**config.mk**
```make
export PLATFORM = sky130hd
export DESIGN_NAME = mux_3in1out_reg
export DESIGN_NICKNAME = d
export VERILOG_FILES = /design/src/rtl/mux_3in1out_reg.sv
export SDC_FILE = /design/constraint.sdc
export NUM_CORES = 1
export LEC_CHECK = 0
export ABC_AREA = 1
export CAP_MARGIN = 10
export CORE_MARGIN = 4
export CORE_UTILIZATION = 34
export DETAILED_ROUTE_END_ITERATION = 10
export GPL_TIMING_DRIVEN = 0
export PLACE_DENSITY = 0.88
export SLEW_MARGIN = 20
export SYNTH_ARGS = -nofsm -noshare
export SYNTH_HDL_FRONTEND = slang
export SYNTH_SLANG_ARGS = --single-unit
```
**constraint.sdc**
```tcl
create_clock -name CLK -period 2.4 [get_ports CLK]
set_clock_uncertainty 0.15 [all_clocks]
set_input_delay 0.72 -clock CLK [delete_from_list [all_inputs] [get_ports CLK]]
set_output_delay 0.72 -clock CLK [all_outputs]
set_load 0.01 [all_outputs]
```
**src/rtl/mux_3in1out_reg.sv**
```systemverilog
// Three-input operand mux for the datapath: a combinational output for same-cycle use,
// a registered copy for pipelined consumers, and illegal-select (SEL=3) flags.
module mux_3in1out_reg #(
    parameter int               WIDTH       = 8,
    parameter logic [WIDTH-1:0] DEFAULT_VAL = '0
) (
    input  logic             CLK,
    input  logic             RST,
    input  logic [WIDTH-1:0] IN0,
    input  logic [WIDTH-1:0] IN1,
    input  logic [WIDTH-1:0] IN2,
    input  logic [1:0]       SEL,
    input  logic             EN,
    input  logic             CLR_ERR,
    output logic [WIDTH-1:0] OUT,
    output logic [WIDTH-1:0] OUT_Q,
    output logic             SEL_ERR,
    output logic             ERR_STICKY
);

    logic [WIDTH-1:0] w_mux;
    logic             w_sel_illegal;
    logic [WIDTH-1:0] r_out_q;
    logic             r_sel_err;
    logic             r_err_sticky;

    // Default branch also covers X/Z on SEL, so nothing can latch.
    always_comb begin
        w_mux = DEFAULT_VAL;
        case (SEL)
            2'd0:    w_mux = IN0;
            2'd1:    w_mux = IN1;
            2'd2:    w_mux = IN2;
            default: w_mux = DEFAULT_VAL;
        endcase
    end

    assign w_sel_illegal = (SEL == 2'd3);

    always_ff @(posedge CLK or posedge RST) begin
        if (RST) begin
            r_out_q      <= '0;
            r_sel_err    <= 1'b0;
            r_err_sticky <= 1'b0;
        end else begin
            if (EN) begin
                r_out_q   <= w_mux;
                r_sel_err <= w_sel_illegal;
            end
            // A new illegal load outranks a clear on the same edge.
            if (EN && w_sel_illegal) begin
                r_err_sticky <= 1'b1;
            end else if (CLR_ERR) begin
                r_err_sticky <= 1'b0;
            end
        end
    end

    assign OUT        = w_mux;
    assign OUT_Q      = r_out_q;
    assign SEL_ERR    = r_sel_err;
    assign ERR_STICKY = r_err_sticky;

endmodule

```
; ---- Yosys cells after proc, flatten, opt, wreduce, memory -nomap -nowiden
; Index checks and enable logic that the tools add are counted.
[totals]
reg_bits = 10
wordCells = 12
inputBits = 30
[classes]
n_eq_ne = 3
reduce_logical = 3
n_mux = 3
[ops]
columns = operator, count
row1 = $pmux W8 S3, 1
row2 = $eq A2 B2 Y1 const B, 2
row3 = $eq A2 B1 Y1 const B, 1
row4 = $logic_not A2 Y1, 1
row5 = $mux W1, 2
row6 = $reduce_bool A2 Y1, 1
row7 = $logic_and A1 B1 Y1, 1

; ---- Longest topological paths before layout
; Gate-level depths: netlist of the first run.
[logic_depth]
ltp_word = 3
depth_mapped = 6
mapped_depth_nobuf = 5

; ---- Worst setup path after synthesis of the first run
; Ideal clock, no wire load.
[synth_path]
kind = input -> output
start = input port SEL[0]
end = output port OUT[0]
setup_slack_ns = 0.426
arrival_time_ns = 1.104
n_path_buf = 0
cell_stages = 3
cell_sequence = nor2_2 -> nand2_1 -> nand3_2
[synth_between]
elab_chain_cells = 2
[synth_rtl]
columns = item, line
row1 = "start, declared", 12  ; input logic [1:0] SEL,
row2 = $eq A2 B2 Y1 (tied with other cells), 30  ; case (SEL)
row3 = $pmux W8 S3 (*), 30
row4 = "end, declared", 15  ; output logic [WIDTH-1:0] OUT,
; Mark *: on every way between the ends. The rest lies on a longest branch, timed or not.

; ---- Final worst setup path of the first run
[layout_path]
start = input port IN2[2]
end = output port OUT[2]
[layout_between]
elab_chain_cells = 1
[layout_rtl]
columns = item, line
row1 = "start, declared", 11  ; input logic [WIDTH-1:0] IN2,
row2 = $pmux W8 S3, 30
; Every way passes these cells.

==> flow_summary.yaml, run 1 <==
die:
  dieArea_sq_um: 2530
  fp.coreArea_sq_um: 1710
  io_pins: 48
  die_h_um: 50.3
  start_util_pct: 35.6
  die_w_um: 50.3
  rows: 15
worst_setup_path:
  setup.worst_path.end_class: "primary output"
  slowest_stage: "clkdlybuf4s50_1"
  start_kind: "input pin"
  r2r_setup_slack_ns: 1.63
  max_stage_delay_ns: 0.47
  r2r_cells: 2
  crit_arrival_ns: 1.50
  timing.rr.start: "ERR_STICKY"
  crit_end: "OUT[2]"
  cp.required_ns: 1.53
  cp_cell_sequence: "clkdlybuf4s50_1 -> nand3_1 -> nand3_2 -> buf_2"
  rr_endpoint: "ERR_STICKY"
  critPathKind: "in2out"
  worstSetupStartpoint: "IN2[2]"
  crit_fanout: 2
final_layout:
  layout.cells.non_filler: 156
  finalCoreUtilization_pct: 67.3
  antenna_cells: 0
  layout-drive-gt1-share_pct: 24.4
  area_growth_pct: 88.9
  fin_nets: 162
  seq_area_sq_um: 250
  multi_input_area_sq_um: 314
  fillers: 145
timing:
  timing.final.crit_share_pct: 98.5
  hold-worst-slack_ns: 0.333
  period_minus_slack_ns: 2.37
  slew_headroom_pct: 76.2
  max_freq_mhz: 423
  slew_viol_final: 0
  hold_viol: 0
  fin_ws_ns: 0.0350
  setup_viol: 0
  worst_pin_slew_ns: 0.357
yosys:
  synth_nets: 109
  synthCells: 79
  ys_seq_elements: 10
  syn_avg_cell_area_sq_um: 7.70
  yosys_warnings: 0
  synth_area_sq_um: 608
  synth_seq_area_share_pct: 41.2
  yosysUniqueCellTypes: 11
clock_network:
  clockRootBuffer: "clkbuf_4"
  clk_pin_slew_ns: 0.06
  cts_setup_buffers: 0
  cts-buffers-inserted: 3
  cts_tree: "done"
  cts_sinks: 10
  clockBufferDepth: 2
  cts_hold_buffers: 0
  clk_latency_ns: 0.26
  cts_max_level: 1
run:
  max-cap-violations: 0
route:
  postRouteAntennaNets: 0
  drc: 0
  drt_pass1_iterations: 4
  vias_per_cell: 4.73
  drt-initial-drc-count: 10
  num_vias: 738
  wl_um: 2010
  post_drt_wl_per_cell_um: 12.9
pwr:
  power.density_nw_per_um2: 461
  peakVddDrop_v: 0.000411
  finalPower_w: 0.000530
  leakage_nw: 0.570
placement:
  numPortBuffers: 46
  place_ws_ns: -0.719
  dp.cells: 150
  gp_congestion: 0.751
  dpl.hpwl_um: 1600
global_routing:
  antenna_found_initial: 0
  grt_pass1_wl_um: 3310
  grt_pass1_vias: 773
  grt_usage_pct: 17.0
  grt-ovfl-total: 0
  grt_max_degree: 11
hold_path:
  holdCritPathClass: "reg2reg"
run_status:
  status: "finished, final reports clean"
==> sequential cells by signal, indices dropped and copies added, names as in the netlist <==
register,count
SEL_ERR,1
OUT_Q,8
ERR_STICKY,1
==> through the flow <==
step | TNS [ns] | instance area, sq um
global placement | -5.30 | 1100
global route | -0.000376 | 1150
detailed placement | -5.54 | 1100
floorplan | 0 | 608
finish | 0 | 1150
CTS | 0 | 1120
==> timing repair <==
item	CTS	global route
pin swaps	0	2
setup endpoints to repair	8	7
resized for setup	40	6
gates cloned	2	0
==> logic make-up (layout without fill, tap and decap cells) <==
family	Yosys count	after routing	synth area share, %
AOI/OAI and AO/OA	1	1	0.822
buffers and inverters	8	60	8.85
DFF	10	10	41.2
and+or+nand+nor	60	60	49.2
==> worst min path at each step <==
stage | startpoint | to | depth (start not counted)
final | OUT_Q[2] | OUT_Q[2] | 2
after global placement | OUT_Q[0] | OUT_Q[0] | 2
after CTS | OUT_Q[7] | OUT_Q[7] | 2
after global routing | OUT_Q[7] | OUT_Q[7] | 2
after detailed placement | OUT_Q[1] | OUT_Q[1] | 2
after floorplan | OUT_Q[0] | OUT_Q[0] | 2
==> critical path, delay by kind of cell <==
| family | cells | cell delay, ns |
|---|---|---|
| buf+inv | 2 | 0.60 |
| simple gates | 2 | 0.18 |
==> cells in the final DEF (no fill, tap or decap) <==
cell type	Yosys	layout
nand3_1	17	16
inv_6	0	2
clkdlybuf4s50_1	0	36
nand3_2	8	9
buf_4	1	1
clkbuf_4	0	3
inv_2	1	1
buf_2	0	6
inv_1	2	2
buf_6	2	6
clkdlybuf4s15_2	0	2
o21ai_1	1	1
dfrtp_1	10	10
nor2_4	0	1
clkbuf_8	0	1
nand2_1	34	34
==> metal layers <==
metal  global-route usage [%]  vias up  wire, um
met5                        0        -         0
met4                     6.73        0        33
met3                     5.34        5       180
met2                     31.3       28      1070
met1                     17.7      342       729
li1                         -      363         -
==> cells in the mapped netlist <==
library cell / n / area share (%)
dfrtp_1: 10 / 41
nand2_1: 34 / 21
inv_2: 1 / 0.62
inv_1: 2 / 1.2
o21ai_1: 1 / 0.82
nand3_1: 17 / 14
buf_6: 2 / 3.7
nand3_2: 8 / 13
inv_4: 2 / 2.1
nor2_2: 1 / 1.0
buf_4: 1 / 1.2
==> report_power, final <==
group | switching, W | internal [W]
sequential | 0.00000880 | 0.000186
combinational | 0.0000802 | 0.000108
clock | 0.0000554 | 0.0000921
==> layout make-up <==
| type | instances | area share (%) |
|---|---|---|
| Timing Repair Buffer | 48 | 39.9 |
| Multi-Input combinational cell | 61 | 27.3 |
| Sequential cell | 10 | 21.8 |
| Clock buffer | 4 | 3.16 |
| Tap cell | 25 | 2.72 |
| Buffer | 3 | 2.61 |
| Inverter | 5 | 2.51 |
(Power assumes the default switching activity.)
==> run 2, diff against run 1 <==
--- a/config.mk
+++ b/config.mk
@@ -7,7 +7,7 @@
 export LEC_CHECK = 0
 export ABC_AREA = 1
 export CAP_MARGIN = 10
-export CORE_MARGIN = 4
+export CORE_MARGIN = 1.5
 export CORE_UTILIZATION = 34
 export DETAILED_ROUTE_END_ITERATION = 10
 export GPL_TIMING_DRIVEN = 0
==> run 2 against run 1 <==
  * Maximum frequency rose by 0.19%
  * Wire length fell by 1.6%
  * Combinational power barely moved
  * Clock-buffer cell count did not move
  * Highest routed layer unchanged
  * Cell count did not move
  * Global-route usage rose by 2.5 points
  * Sequential share of layout area barely moved
  * Largest cell class unchanged
  * Core utilization rose by 0.073 points
  * Clock power rose by 4%
  * Via count rose by 2.8%
==> flow_summary.yaml, run 2 (synthesized netlist as in run 1, its figures left out) <==
placement:
  place_ws_ns: -0.710
  numPortBuffers: 46
  gp_congestion: 0.726
  dpl.hpwl_um: 1520
route:
  drc: 0
  vias_per_cell: 4.87
  dr_wl_met3_um: 133
  num_vias: 759
  wl_um: 1980
  dr_wl_met2_um: 1090
  drt-initial-drc-count: 15
  detail_route.wirelength.met1_um: 734
  top_layer: "met4"
  drt_pass1_iterations: 4
  postRouteAntennaNets: 0
  post_drt_wl_per_cell_um: 12.7
clock_network:
  cts-buffers-inserted: 3
  cts_sinks: 10
  cts_hold_buffers: 0
  clk_latency_ns: 0.27
  cts_tree: "done"
  cts_max_level: 1
  clk_pin_slew_ns: 0.06
  clockBufferDepth: 2
  clockRootBuffer: "clkbuf_4"
  cts_setup_buffers: 0
worst_setup_path:
  slowest_stage: "clkdlybuf4s50_1"
  crit_arrival_ns: 1.49
  setup.worst_path.end_class: "primary output"
  crit_fanout: 2
  critPathKind: "in2out"
  start_kind: "input pin"
  cp_cell_sequence: "clkdlybuf4s50_1 -> nand3_1 -> nand3_2 -> buf_6"
  max_stage_delay_ns: 0.48
  cp.required_ns: 1.53
timing:
  worst_pin_slew_ns: 0.389
  period_minus_slack_ns: 2.36
  slew_headroom_pct: 74.0
  slew_viol_final: 0
  timing.final.crit_share_pct: 98.4
  max_freq_mhz: 424
  hold_viol: 0
  setup_viol: 0
  hold-worst-slack_ns: 0.336
  fin_ws_ns: 0.0394
  rsz0062_at_grt: "no"
run:
  max-cap-violations: 0
global_routing:
  grt-ovfl-total: 0
  grt_pass1_wl_um: 2800
  grt_usage_pct: 19.5
  grt_max_degree: 11
  antenna_found_initial: 0
  grt_pass1_vias: 683
final_layout:
  fillers: 144
  layout-drive-gt1-share_pct: 23.7
  layout_common_cells: "clkdlybuf4s50_1, nand2_1, nand3_1"
  antenna_cells: 0
  area_growth_pct: 89.1
  fin_nets: 162
  final_common_cell: "clkdlybuf4s50_1"
  seq_area_sq_um: 250
  largest_reg_flops: 8
  multi_input_area_sq_um: 309
die:
  dieArea_sq_um: 2050
  rows: 15
  io_pins: 48
  die_w_um: 45.3
  start_util_pct: 35.6
  die_h_um: 45.3
  fp.coreArea_sq_um: 1710
pwr:
  intPower_w: 0.000387
  p_seq_share_pct: 36.4
  finalPower_w: 0.000537
  clkPwrFrac_pct: 28.4
  p_sw_w: 0.000150
  pwr-share-comb_pct: 35.2
  leakage_nw: 0.571
  power.density_nw_per_um2: 467
  p_sw_share_pct: 27.9
  peakVddDrop_v: 0.000352
run_status:
  status: "finished, final reports clean"
hold_path:
  holdCritPathClass: "reg2reg"
run 2: cell counts in the layout (fill, tap and decap cells not counted):
No cell type changed its count.
run 2: repair_timing:
action,in CTS,in global routing
pin swaps,0,1
endpoints found under the setup margin,8,5
gates cloned,2,0
resized for setup,40,6
run 2: layer usage:
layer,GRT usage (%),vias to the layer above
li1,-,364
met1,20.1,358
met2,37.4,35
met3,6.00,2
met4,5.29,0
met5,0,-
run 2: path summary, 6_finish.rpt:
| check | from | end | slack (ns) | cells after the start |
|---|---|---|---|---|
| setup reg to reg | ERR_STICKY | ERR_STICKY | 1.56 | 2 |
| min in group asynchronous | RST | OUT_Q[2] | 0.58 | 2 |
| hold reg to reg | OUT_Q[0] | OUT_Q[0] | 0.34 | 2 |
| hold / removal | OUT_Q[0] | OUT_Q[0] | 0.34 | 2 |
| max in group asynchronous | RST | OUT_Q[3] | 1.24 | 2 |
| setup / recovery | IN1[5] | OUT[5] | 0.04 | 4 |
run 2: layout make-up:
class                      instances  share of cell area (%)
inverter                           5                    2.50
buffer                             3                    2.61
sequential                        10                    21.8
multi-input combinational         61                    26.9
clock buffer                       4                    3.16
tap                               25                    2.72
timing repair buffer              48                    40.4
run 2: worst max-delay path, delay by kind of cell:
| family | cells | cell delay (ns) |
|---|---|---|
| AND/OR/NAND/NOR | 2 | 0.19 |
| buffers and inverters | 2 | 0.58 |
run 2: power by group through the flow:
| stage | sequential [W] | clock (W) | combinational, W |
|---|---|---|---|
| floorplan | 0.000206 | 0 | 0.0000615 |
| global placement | 0.000197 | 0 | 0.000183 |
| detailed placement | 0.000199 | 0 | 0.000188 |
| CTS | 0.000196 | 0.000155 | 0.000180 |
| global route | 0.000197 | 0.000166 | 0.000202 |
| finish | 0.000195 | 0.000153 | 0.000189 |
run 2: through the flow:
stage / util, % / setup TNS, ns / std cells / cell area (sq um)
final: 67.3 / 0 / 156 / 1150
after global routing: 67.3 / 0 / 156 / 1150
after CTS: 65.3 / 0 / 156 / 1120
after detailed placement: 64.4 / -5.58 / 150 / 1100
after global placement: 64.4 / -5.35 / 150 / 1100
after floorplan: - / 0 / 79 / 608
==> run 3, diff against run 2 <==
--- a/config.mk
+++ b/config.mk
@@ -10,7 +10,6 @@
 export CORE_MARGIN = 1.5
 export CORE_UTILIZATION = 34
 export DETAILED_ROUTE_END_ITERATION = 10
-export GPL_TIMING_DRIVEN = 0
 export PLACE_DENSITY = 0.88
 export SLEW_MARGIN = 20
 export SYNTH_ARGS = -nofsm -noshare
==> run 3 against run 2 <==
  * Cell count grew 5.8%
  * Core utilization rose by 3.3 points
  * Power grew 4.9%
  * Sequential power is essentially flat
  * Global-route usage rose by 2.8 points
  * Worst hold slack gained 0.0028 ns
  * Wire length grew 13%
  * Setup slack worse by 0.015 ns
  * Final area grew 4.9%
  * Highest routed layer unchanged
==> flow_summary.yaml, run 3 (synthesized netlist as in run 1, its figures left out) <==
worst_setup_path:
  critPathTopFamily: "buffers and inverters"
  setup.worst_path.end_class: "primary output"
  path_buf_inv: 2
  max_stage_delay_ns: 0.48
  cp_cell_sequence: "clkdlybuf4s50_1 -> nand3_1 -> nand3_2 -> buf_6"
  slowest_stage: "clkdlybuf4s50_1"
  critPathKind: "in2out"
  crit_fanout: 2
  cp.required_ns: 1.53
  crit_arrival_ns: 1.51
  start_kind: "input pin"
  r2r_setup_slack_ns: 1.57
clock_network:
  cts_setup_buffers: 0
  cts_tree: "done"
  clk_pin_slew_ns: 0.07
  cts-buffers-inserted: 3
  cts_hold_buffers: 0
  cts_max_level: 1
  clockRootBuffer: "clkbuf_4"
  clockBufferDepth: 2
  cts_sinks: 10
  clk_latency_ns: 0.28
timing:
  hold_viol: 0
  worst_pin_slew_ns: 0.389
  finalSetupTns_ns: 0
  setup_viol: 0
  timing.final.crit_share_pct: 99.0
  rsz0062_at_grt: "no"
  slew_viol_final: 0
  max_freq_mhz: 421
  period_minus_slack_ns: 2.38
  slew_headroom_pct: 74.1
placement:
  gp_congestion: 0.777
  numPortBuffers: 47
  dpl.hpwl_um: 1730
global_routing:
  grt-ovfl-total: 0
  antenna_found_initial: 0
  grt_usage_pct: 22.4
  grt_max_degree: 11
  grt_pass1_wl_um: 3220
  grt_pass1_vias: 783
route:
  vias_per_cell: 5.05
  drt_pass1_iterations: 4
  num_vias: 833
  drc: 0
  postRouteAntennaNets: 0
  post_drt_wl_per_cell_um: 13.5
  drt-initial-drc-count: 27
  wl_um: 2230
final_layout:
  largest_reg_flops: 8
  fillers: 145
  layout-drive-gt1-share_pct: 28.6
  antenna_cells: 0
  fin_nets: 171
  area_growth_pct: 98.4
  final_common_cell: "clkdlybuf4s50_1"
  layout_common_cells: "clkdlybuf4s50_1, nand2_1, nand3_1"
die:
  rows: 15
  dieArea_sq_um: 2050
  fp.coreArea_sq_um: 1710
  die_w_um: 45.3
  start_util_pct: 35.6
  io_pins: 48
  die_h_um: 45.3
pwr:
  power.density_nw_per_um2: 467
  leakage_nw: 0.615
  peakVddDrop_v: 0.000233
  finalPower_w: 0.000563
hold_path:
  holdCritPathClass: "reg2reg"
run:
  max-cap-violations: 0
run_status:
  status: "finished, final reports clean"
==> run 3: cell count changes in the layout (fill, tap and decap cells not counted), sizes merged <==
| cell | change |
|---|---|
| clkdlybuf4s15 | -2 |
| clkdlybuf4s50 | +1 |
| clkbuf | +1 |
| buf | +9 |
==> run 3: timing repair <==
item | 4_1_cts | 5_1_grt
setup endpoints to repair | 8 | 8
pin swaps | 0 | 2
gates resized for setup | 43 | 5
==> run 3: area by class of cell <==
type	instances	area, sq um	share of cell area [%]
repair buffers	60	553	45.9
multi-input cells	61	309	25.6
flip-flops and latches	10	250	20.7
clock buffers	4	36.3	3.01
well taps	25	31.3	2.59
inverters	5	26.3	2.18
==> run 3: final timing paths <==
kind                       startpoint    endpoint  cells past startpoint
setup / recovery               IN1[5]      OUT[5]                      4
hold / removal               OUT_Q[0]    OUT_Q[0]                      2
setup reg to reg           ERR_STICKY  ERR_STICKY                      2
hold reg to reg              OUT_Q[0]    OUT_Q[0]                      2
max in group asynchronous         RST    OUT_Q[4]                      2
min in group asynchronous         RST    OUT_Q[1]                      2
==> run 3: routing by layer <==
| metal | share of wire (%) | GRT usage, % |
|---|---|---|
| met5 | 0 | 0 |
| met4 | 2.7 | 15.9 |
| met3 | 5.2 | 2.40 |
| met2 | 57 | 42.9 |
| met1 | 35 | 21.6 |
==> run 3: worst min-delay path, cell delays in order (launching register included) <==
cell and delay [ns]:
dfrtp_1 0.35, nand2_1 0.06, nand2_1 0.05
==> run 3: report_power, final <==
group	switching [W]	leakage [nW]	internal (W)
clock network	0.0000691	0.0210	0.0000924
logic	0.0000837	0.466	0.000122
registers	0.0000102	0.128	0.000186
total	0.000163	0.615	0.000400
==> run 3: per-stage QoR <==
step	worst slack (ns)	hold WS (ns)	instances	util (%)	cell area, sq um
after global routing	0.000493	0.366	165	70.6	1210
after floorplan	0.426	0.366	79	-	608
after CTS	0.00221	0.338	165	70.8	1210
after detailed placement	-0.746	0.314	161	68.9	1180
after global placement	-0.709	0.314	161	68.9	1180
final	0.0243	0.339	165	70.6	1210
==> RTL change, RTL diff (config.mk and constraints of run 2) <==
Change the parameter `WIDTH` from 8 to 10.
--- a/src/rtl/mux_3in1out_reg.sv
+++ b/src/rtl/mux_3in1out_reg.sv
@@ -1,7 +1,7 @@
 // Three-input operand mux for the datapath: a combinational output for same-cycle use,
 // a registered copy for pipelined consumers, and illegal-select (SEL=3) flags.
 module mux_3in1out_reg #(
-    parameter int               WIDTH       = 8,
+    parameter int               WIDTH       = 10,
     parameter logic [WIDTH-1:0] DEFAULT_VAL = '0
 ) (
     input  logic             CLK,
Interface: changed (5 resized); port bits go from 48 to 58. The function was not compared with the original's and may differ.
==> RTL change against run 2 <==
Total power rose by 12%. Via count rose by 25%. Wire length rose by 49%. Sequential share of layout area rose by 0.65 points. Worst setup slack got worse by 0.016 ns. Die area rose by 17%. Critical endpoint unchanged. Non-clock buffer count rose by 10. Area after synthesis rose by 18%. Sequential cell count rose by 2. Final area rose by 17%.
==> RTL change: results (changes against run 2) <==
Area occupied by multi-input gates = 390 µm² (+26%)
Synth Net Count = 132 (+21%)
Worst R2R Setup Slack = 1.59 ns (+0.03 ns)
Worst slew margin = 0.675 (-0.0658)
Reg clk slew, reported paths = 0.07 ns
Synth-to-Final Area Change = 86.3%
Vias in the first global route = 889 (+30%)
ClkCell Share = 0.0168 (-0.0147)
#MultiIn Comb = 76 (+25%)
DPL Wire Length = 2.08 mm (+37%)
Library cells used by synthesis = 10 (-1)
Max reg flops = 10 (+2)
GR Util All Layers = 0.241 (+0.0451)
# nets final = 195 (+20%)
Routability congestion estimate = 0.826 (+14%)
Min Tclk post-route = 2.38 ns (+0.0161 ns)
Status = complete, no violations
LEAKAGE = 0.000669 µW (+17%)
Synth cell count leaders = nand2_1 (42), nand3_1 (21), dfrtp_1 (12), nand3_2 (10), inv_1 (4)
Clk_lat worst skew = 0.29 ns (+0.02 ns)
Placed Area = 1320 µm² (+20%)
Seq/total area = 0.224 (+0.00646)
WL/cell = 16.0 µm (+26%)
Mapped Cells = 96 (+22%)
IO buf count = 57 (+24%)
Worst vdd ir = 258 µV (-27%)
Critical Path AT = 1.51 ns (+0.02 ns)
Largest cells by area after synthesis = dfrtp_1 (42%), nand2_1 (22%), nand3_1 (15%)
Avg Vias per Cell = 5.17 (+6.2%)
Placed insts = 180 (+20%)
Setup slack after placement = -0.873 ns (-0.163 ns)
Critical Path Source = IN2[5]
Synthesized area = 719 µm² (+18%)
Total clock buffers created by CTS = 3 (unchanged)
Non-clock buffer share = 0.425 (-0.00498)
Reg-to-reg startpoint = OUT_Q[7]
Non-CTS buffers = 61 (+20%)
Clock sinks = 12 (+2)
Hold WS = 0.336 ns (-0.000576 ns)
Fill cells = 159 (+10%)
Layout cell share with drive strength beyond 1 = 0.210 (-0.0265)
Register area share after synthesis = 0.417 (+0.00587)
Largest stage delay, worst path = 0.46 ns (-0.02 ns)
Initial DRC count = 29 (+14)
Detailed Routing Iterations Pass 1 = 6 (+2)
Cell Count, Final, Fillers Out = 184 (+18%)
Total inserted antenna cells = 0 (unchanged)
==> RTL change: timing repair <==
item | 4_1_cts | 5_1_grt
hold buffers | 0 | 0
endpoints found under the setup margin | 10 | 5
pin swaps | 1 | 2
cloned | 1 | 0
gates resized for setup | 58 | 4
==> RTL change: cells by family after synthesis <==
group                  count (synthesis)  synth area share
flip-flops                            12             0.417
buffers and inverters                  9            0.0626
AND/OR/NAND/NOR                       74             0.513
AO/OA/AOI/OAI                          1           0.00695
==> RTL change: where the power goes <==
part	switching [µW]	total, µW	internal (µW)
combinational	104	231	128
sequential	12.6	236	223
clock	74.1	132	58.4
total	191	599	409
==> RTL change: worst register-to-register path, stage by stage (launching register included) <==
cell     delay, ns
dfrtp_1       0.40
nand2_1       0.08
nand2_1       0.07
==> RTL change: routing by layer <==
metal  vias to the layer above  wire [µm]  GRT usage
met3                         5        233     0.0460
li1                        441          -          -
met5                         -          0          0
met2                        61       1560      0.432
met1                       444       1100      0.280
met4                         0         46     0.0952
